<file path="src/rtl/alu_pkg.sv">
// alu_pkg: shared opcode encoding, FSM state type and datapath width for the ALU arbiter.
package alu_pkg;
  localparam int XLEN = 32;
  typedef enum logic [2:0] {
    OP_ADD = 3'b000,
    OP_SUB = 3'b001,
    OP_AND = 3'b010,
    OP_OR  = 3'b011,
    OP_SRA = 3'b100,
    OP_SLT = 3'b101,
    OP_XOR = 3'b110,
    OP_SLL = 3'b111
  } alu_op_e;
  typedef enum logic [1:0] {
    S_IDLE = 2'd0,
    S_EXEC = 2'd1,
    S_RESP = 2'd2
  } state_e;
endpackage

</file>
<file path="src/rtl/alu.sv">
// alu: combinational 32-bit ALU; shifts use the low 5 bits of b, SLT is an unsigned compare.
module alu
  import alu_pkg::*;
(
  input  alu_op_e          op,
  input  logic [XLEN-1:0]  a,
  input  logic [XLEN-1:0]  b,
  output logic [XLEN-1:0]  y
);
  always_comb begin
    case (op)
      OP_ADD:  y = a + b;
      OP_SUB:  y = a - b;
      OP_AND:  y = a & b;
      OP_OR:   y = a | b;
      OP_SRA:  y = $signed(a) >>> b[4:0];
      OP_SLT:  y = {{(XLEN-1){1'b0}}, a < b};
      OP_XOR:  y = a ^ b;
      default: y = a << b[4:0];
    endcase
  end
endmodule

</file>
<file path="src/rtl/alu_arbiter.sv">
// alu_arbiter: two request ports share one ALU; one operation in flight, round-robin or fixed-priority grant.
module alu_arbiter
  import alu_pkg::*;
#(
  parameter int RR_EN = 1
) (
  input  logic        clk,
  input  logic        rst_n,
  input  logic [1:0]  req_valid,
  output logic [1:0]  req_ready,
  input  logic [31:0] req_src_a0,
  input  logic [31:0] req_src_b0,
  input  logic [31:0] req_src_a1,
  input  logic [31:0] req_src_b1,
  input  logic [2:0]  req_op0,
  input  logic [2:0]  req_op1,
  output logic [1:0]  rsp_valid,
  input  logic [1:0]  rsp_ready,
  output logic [31:0] rsp_result,
  output logic        rsp_zero,
  output logic        busy
);
  state_e            state_q, state_d;
  logic              owner_q, last_grant_q, grant, take;
  logic [XLEN-1:0]   a_q, b_q, alu_y;
  alu_op_e           op_q;
  alu u_alu (.op(op_q), .a(a_q), .b(b_q), .y(alu_y));
  // With both requesting, round-robin hands the slot to the port that did not win last time.
  assign grant = (RR_EN != 0 && (&req_valid)) ? ~last_grant_q : ~req_valid[0];
  assign take  = (state_q == S_IDLE) && (|req_valid) && rst_n;
  assign busy  = state_q != S_IDLE;
  always_comb begin
    state_d   = state_q;
    req_ready = take ? (grant ? 2'b10 : 2'b01) : 2'b00;
    rsp_valid = 2'b00;
    case (state_q)
      S_IDLE: state_d = take ? S_EXEC : S_IDLE;
      S_EXEC: state_d = S_RESP;
      S_RESP: begin
        rsp_valid = owner_q ? 2'b10 : 2'b01;
        state_d   = rsp_ready[owner_q] ? S_IDLE : S_RESP;
      end
      default: state_d = S_IDLE;
    endcase
  end
  always_ff @(posedge clk or negedge rst_n) begin
    if (!rst_n) begin
      state_q      <= S_IDLE;
      owner_q      <= 1'b0;
      last_grant_q <= 1'b1;
      a_q          <= '0;
      b_q          <= '0;
      op_q         <= OP_ADD;
      rsp_result   <= '0;
      rsp_zero     <= 1'b0;
    end else begin
      state_q <= state_d;
      if (take) begin
        owner_q      <= grant;
        last_grant_q <= grant;
        a_q          <= grant ? req_src_a1 : req_src_a0;
        b_q          <= grant ? req_src_b1 : req_src_b0;
        op_q         <= alu_op_e'(grant ? req_op1 : req_op0);
      end
      if (state_q == S_EXEC) begin
        rsp_result <= alu_y;
        rsp_zero   <= alu_y == '0;
      end
    end
  end
endmodule

</file>
<file path="config.mk">
export PLATFORM = sky130hd
export DESIGN_NAME = alu_arbiter
export DESIGN_NICKNAME = d
export VERILOG_FILES = /design/src/rtl/alu_pkg.sv /design/src/rtl/alu.sv /design/src/rtl/alu_arbiter.sv
export SDC_FILE = /design/constraint.sdc
export NUM_CORES = 1
export LEC_CHECK = 0
export BUFFER_PORTS_ARGS = -buffer_cell sky130_fd_sc_hd__buf_2
export CORE_MARGIN = 2
export CORE_UTILIZATION = 40
export CTS_CLUSTER_SIZE = 28
export DETAILED_ROUTE_END_ITERATION = 6
export PLACE_DENSITY = 0.65
export SETUP_SLACK_MARGIN = 0.5
export SLEW_MARGIN = 20
export SYNTH_ARGS = -nofsm -noshare
export SYNTH_HDL_FRONTEND = slang
export SYNTH_HIERARCHICAL = 1
export SYNTH_SLANG_ARGS = --single-unit
export TNS_END_PERCENT = 20
</file>
<file path="constraint.sdc">
create_clock -name clk -period 4.85 [get_ports clk]
set_input_delay 1.455 -clock clk [delete_from_list [all_inputs] [get_ports clk]]
set_output_delay 1.455 -clock clk [all_outputs]
set_load 0.03 [all_outputs]
</file>
# After elaboration in Yosys (flattened, before gate mapping)
# Index checks and enable logic that the tools add are counted.
[classes] reduce_logical=8 shift=2 n_mux=14 bitwise=5 order_cmp=2 add_sub_neg=2 eq_ne=8
[ops] cell="one-hot mux 32 bit (7 select lines)" n=1
[ops] cell="2-to-1 mux 32 bit" n=2
[ops] cell="adder 32 bit" n=1
[ops] cell="AND 32 bit" n=1
[ops] cell="zero test 32 bit" n=1
[ops] cell="< comparator 32 bit" n=1
[ops] cell="OR 32 bit" n=1
[ops] cell="left shift 32 x 5 -> 32 bit" n=1
[ops] cell=">>> shifter 32 x 5 -> 32 bit" n=1
[ops] cell="subtractor 32 bit" n=1
[ops] cell="bitwise XOR 32 bit" n=1
[ops] cell="2-to-1 mux 2 bit" n=5
[ops] cell="equality test 3 bit, second input constant" n=3
[ops] cell="equality test 3 x 2 -> 1 bit, second input constant" n=2
[ops] cell="one-hot mux 2 bit (3 select lines)" n=1
[ops] cell="2-to-1 mux 1 bit" n=4
[ops] cell="equality test 3 x 1 -> 1 bit, second input constant" n=1
[ops] cell="zero test 3 bit" n=1
[ops] cell="2-to-1 mux 3 bit" n=1
[ops] cell="equality test 2 x 1 -> 1 bit, second input constant" n=1
[ops] cell="equality test 2 bit, second input constant" n=1
[ops] cell="logical AND 1 bit" n=2
[ops] cell="zero test 2 bit" n=1
[ops] cell="< comparator 1 x 2 -> 1 bit, second input constant" n=1
[ops] cell="other kinds (4)" n=5
[word_totals] wordCells=49 out_inout_bits=38 inputBits=140 ff_bits=104

# Depth between registers and ports, before layout
[depth] ltp_word=5 depth_mapped=17 mapped_depth_nobuf=15

# Hierarchy
# The synthesis kept the hierarchy.
[by_module_without_submodules] module="alu" seq_area_each_um2=0.0 n_inst=1 cells_each=1265 area_per_inst_um2=8752.1
[by_module_without_submodules] module="alu_arbiter" seq_area_each_um2=2603.7 n_inst=1 cells_each=501 area_per_inst_um2=5310.1

# Worst setup path before layout
# OpenSTA, ideal clock, no wires.
[synth_path] path_kind="reg2reg" from="reg b_q[2]" to="reg rsp_zero" slack_ns=0.585 n_path_buf=3 synth_period_minus_slack_ns=4.265 setup_ns=0.095 arrival_ns=4.169 path_stages_with_launch=18 required_time_ns=4.755 path_cell_list="dfrtp_1 buf_2 inv_2 buf_1 clkbuf_1 ha_1 o21ba_1 or4_4 a21oi_4 o22ai_2 a2111oi_4 o211ai_2 o211ai_1 xor2_1 o21ai_0 nor4_1 nand4_1 o31ai_1"
[synth_via] elab_chain_len=3 elab_cells_between_ends=10 cone_classes="add/sub: 2; order compare: 1; shift: 2; mux: 1; bitwise: 3; reduce/logical: 1"
[synth_lines] element="start: declaration" line="alu_arbiter.sv:25" source="logic [XLEN-1:0] a_q, b_q, alu_y;"
[synth_lines] element="start signal: assignment" line="alu_arbiter.sv:62" source="b_q <= grant ? req_src_b1 : req_src_b0;"
[synth_lines] element="subtractor 32 bit, or another cell as far along" line="alu.sv:13" source="OP_SUB: y = a - b;"
[synth_lines] element="one-hot mux 32 bit (7 select lines) *" line="alu.sv:11" source="case (op)"
[synth_lines] element="net alu_y[24]" line="alu_arbiter.sv:25"
[synth_lines] element="zero test 32 bit *" line="alu_arbiter.sv:67" source="rsp_zero <= alu_y == '0;"
[synth_lines] element="end signal: assignment" line="alu_arbiter.sv:55" source="rsp_zero <= 1'b0;"
[synth_lines] element="end signal: assignment" line="alu_arbiter.sv:67"
[synth_lines] element="end: declaration" line="alu_arbiter.sv:20" source="output logic rsp_zero,"
# The timed path passes the listed nets; every way through them passes the cells marked *.
# A chain may end at the register's enable or synchronous reset.

# Worst setup path in the final report
[layout_path] from="reg b_q[1]" to="reg rsp_zero"
# The elaborated chain is that of the path after synthesis.

==> flow_summary.json <==
{
  "antenna_found_initial": 1,
  "syn_area_per_cell_um2": 7.96,
  "met2_usage_pct": 45.3,
  "drive_above_1_share_pct": 21.9,
  "grt.overflow.total": 0,
  "min_path_type": "reg -> reg",
  "rsz0062_at_grt": "no",
  "hold_depth": 2,
  "initial_core_util_pct": 40.7,
  "ys.flop_type": "dfrtp_1",
  "clk_latency_ns": 0.40,
  "hpwl_um": 44800,
  "slew_viol_final": 0,
  "yosysWarnings": 6,
  "syn-num-nets": 2010,
  "gp_congestion": 1.06,
  "nNetsFinal": 2100,
  "rr_endpoint": "rsp_zero",
  "htreeDepth": 3,
  "crit_required_ns": 5.16,
  "postSynth.asyncResetShare_pct": 100,
  "layout_common_cells": "o21ai_0, a21oi_1, buf_2, nor2_1, ha_1",
  "grt_max_degree": 80,
  "instances_no_fill": 2316,
  "status": "finished with violations",
  "crit_type": "reg -> reg",
  "path_max_fanout": 75,
  "cts_resized": 0,
  "die_x_um": 192,
  "start_kind": "flop",
  "grt_pass1_vias": 14270,
  "drc": 4,
  "r2r_cells": 13,
  "cts-hold-fix-buffers": 0,
  "rows": 68,
  "cts-root-buf": "clkbuf_16",
  "first_iter_violations": 1965,
  "grt.met1_usage_pct": 46.5,
  "finalCriticalPeriod_ns": 4.16,
  "ios": 178,
  "timing.final.crit_share_pct": 85.9,
  "met3_usage_pct": 6.21,
  "cts_inserted_buffers": 9,
  "relSlewSlack_pct": 35.0,
  "tightestPinTransition_ns": 0.975,
  "syn_to_final_growth_pct": 10.2,
  "timing.rr.start": "b_q[1]",
  "maxCapViolations": 0,
  "grt_pass1_wl_um": 87600,
  "hp-start": "rsp_zero",
  "top_usage_layer": "met1",
  "clockBufferDepth": 2,
  "via_count": 15105,
  "synthCells": 1766,
  "skew_ns": 0.0101,
  "synth_sequential_area_ratio_pct": 18.5,
  "placedCellCount": 2300,
  "fmax_mhz": 240,
  "diodes": 0,
  "design.core.area_um2": 34500,
  "wl_per_cell_um": 25.1,
  "end_kind": "flop",
  "layout_commonest_cell": "o21ai_0",
  "reg2reg_slack_ns": 0.69,
  "hold_end": "rsp_zero",
  "violations": "design-rule violations",
  "clk_pin_slew_ns": 0.08,
  "die_h_um": 192,
  "synth_edf_count": 0,
  "clock_sinks": 104,
  "worstPathArrival_ns": 4.47,
  "track_usage_pct": 31.5,
  "wl_um": 58200,
  "ys_seq_elements": 104,
  "hold_violations": 0,
  "postCtsSetupBuffers": 0,
  "dieArea_um2": 36700,
  "vias_per_cell": 6.52,
  "finalSetupViolCount": 0,
  "ant_nets": 0,
  "fin_setup_tns_ns": 0,
  "syn-cell-area_um2": 14100,
  "port_buffers": 177,
  "synth_cell_types": 96,
  "cts_tree": "done",
  "drt-pass1-iter-count": 7
}
## metal layers
| layer | wire (um) | share of wire [%] |
|---|---|---|
| met5 | 13 | 0.022 |
| met3 | 5730 | 9.8 |
| met1 | 26300 | 45 |
| met2 | 24000 | 41 |
| met4 | 2210 | 3.8 |
## Yosys cell counts, types with 10 or more instances
master / number / area, um2
o21ai_0: 185 / 926
a21oi_1: 184 / 921
nor2_1: 135 / 507
dfrtp_1: 103 / 2580
ha_1: 102 / 1280
nand2_1: 100 / 375
inv_1: 98 / 368
o211ai_1: 90 / 676
clkbuf_1: 87 / 327
mux2i_1: 74 / 741
a31oi_1: 62 / 388
mux2_2: 50 / 563
buf_2: 38 / 190
mux4_2: 33 / 743
o22ai_1: 28 / 175
nor3_1: 27 / 135
a211oi_1: 23 / 173
nand3_1: 20 / 100
xnor2_1: 16 / 140
a22oi_1: 15 / 113
nand2b_1: 15 / 93.8
nor4_1: 15 / 93.8
a21o_1: 14 / 105
nand4_1: 13 / 81.3
o31ai_1: 13 / 97.6
buf_1: 12 / 45.0
buf_6: 12 / 135
o21a_1: 12 / 90.1
a31oi_4: 11 / 234
clkbuf_8: 11 / 151
o21bai_1: 11 / 82.6
o221ai_1: 11 / 96.3
a31oi_2: 10 / 125
nor2b_1: 10 / 62.6
## worst max-delay path by stage
stage,startpoint,to,cells after the start
global placement,a_q[0],rsp_zero,15
global route,b_q[1],rsp_zero,14
finish,b_q[1],rsp_zero,13
detailed placement,a_q[0],rsp_zero,15
CTS,a_q[0],rsp_zero,15
floorplan,b_q[2],rsp_zero,17
## sequential cells by signal (all words and copies together), names as in the netlist
name          cells
a_q              32
b_q              32
rsp_result       32
op_q              3
state_q           2
last_grant_q      1
owner_q           1
rsp_zero          1
## area by class of cell
type	instances	area, um2
clock buffer	9	225
inverter	103	387
tap	455	569
sequential	104	2620
clock inverter	7	76.3
multi-input combinational	1391	10200
timing repair buffer	247	1440
fill	3612	19000
## logic make-up after synthesis
kind of cell	synth area share, %
compound gates	34.7
simple gates	12.4
buf+inv	9.27
mux	14.6
fa+ha+maj	9.36
flops	18.5
xor+xnor	1.25
## worst max-delay path, stage by stage (launching register included)
cell      delay, ns
dfrtp_4        0.43
buf_4          0.66
mux2_2         0.45
nand2_1        0.07
o21ai_0        0.12
o21ai_0        0.49
nor2_1         0.10
a21oi_1        0.36
o221ai_1       0.23
a211oi_1       0.24
o211ai_1       0.20
nor4_2         0.33
nand4_1        0.12
o31ai_1        0.23
## metrics by stage
step	worst slack [ns]	area (um2)	utilization (%)	hold slack [ns]
floorplan	0.585	14100	-	0.534
global placement	0.709	15200	43.9	0.480
detailed placement	0.623	15200	43.9	0.485
CTS	0.595	15500	44.8	0.501
global route	0.518	15500	44.9	0.520
finish	0.686	15500	44.9	0.498
Power is not shown: default switching activity piles up to over one toggle a cycle in this logic, so the estimate is an artifact.
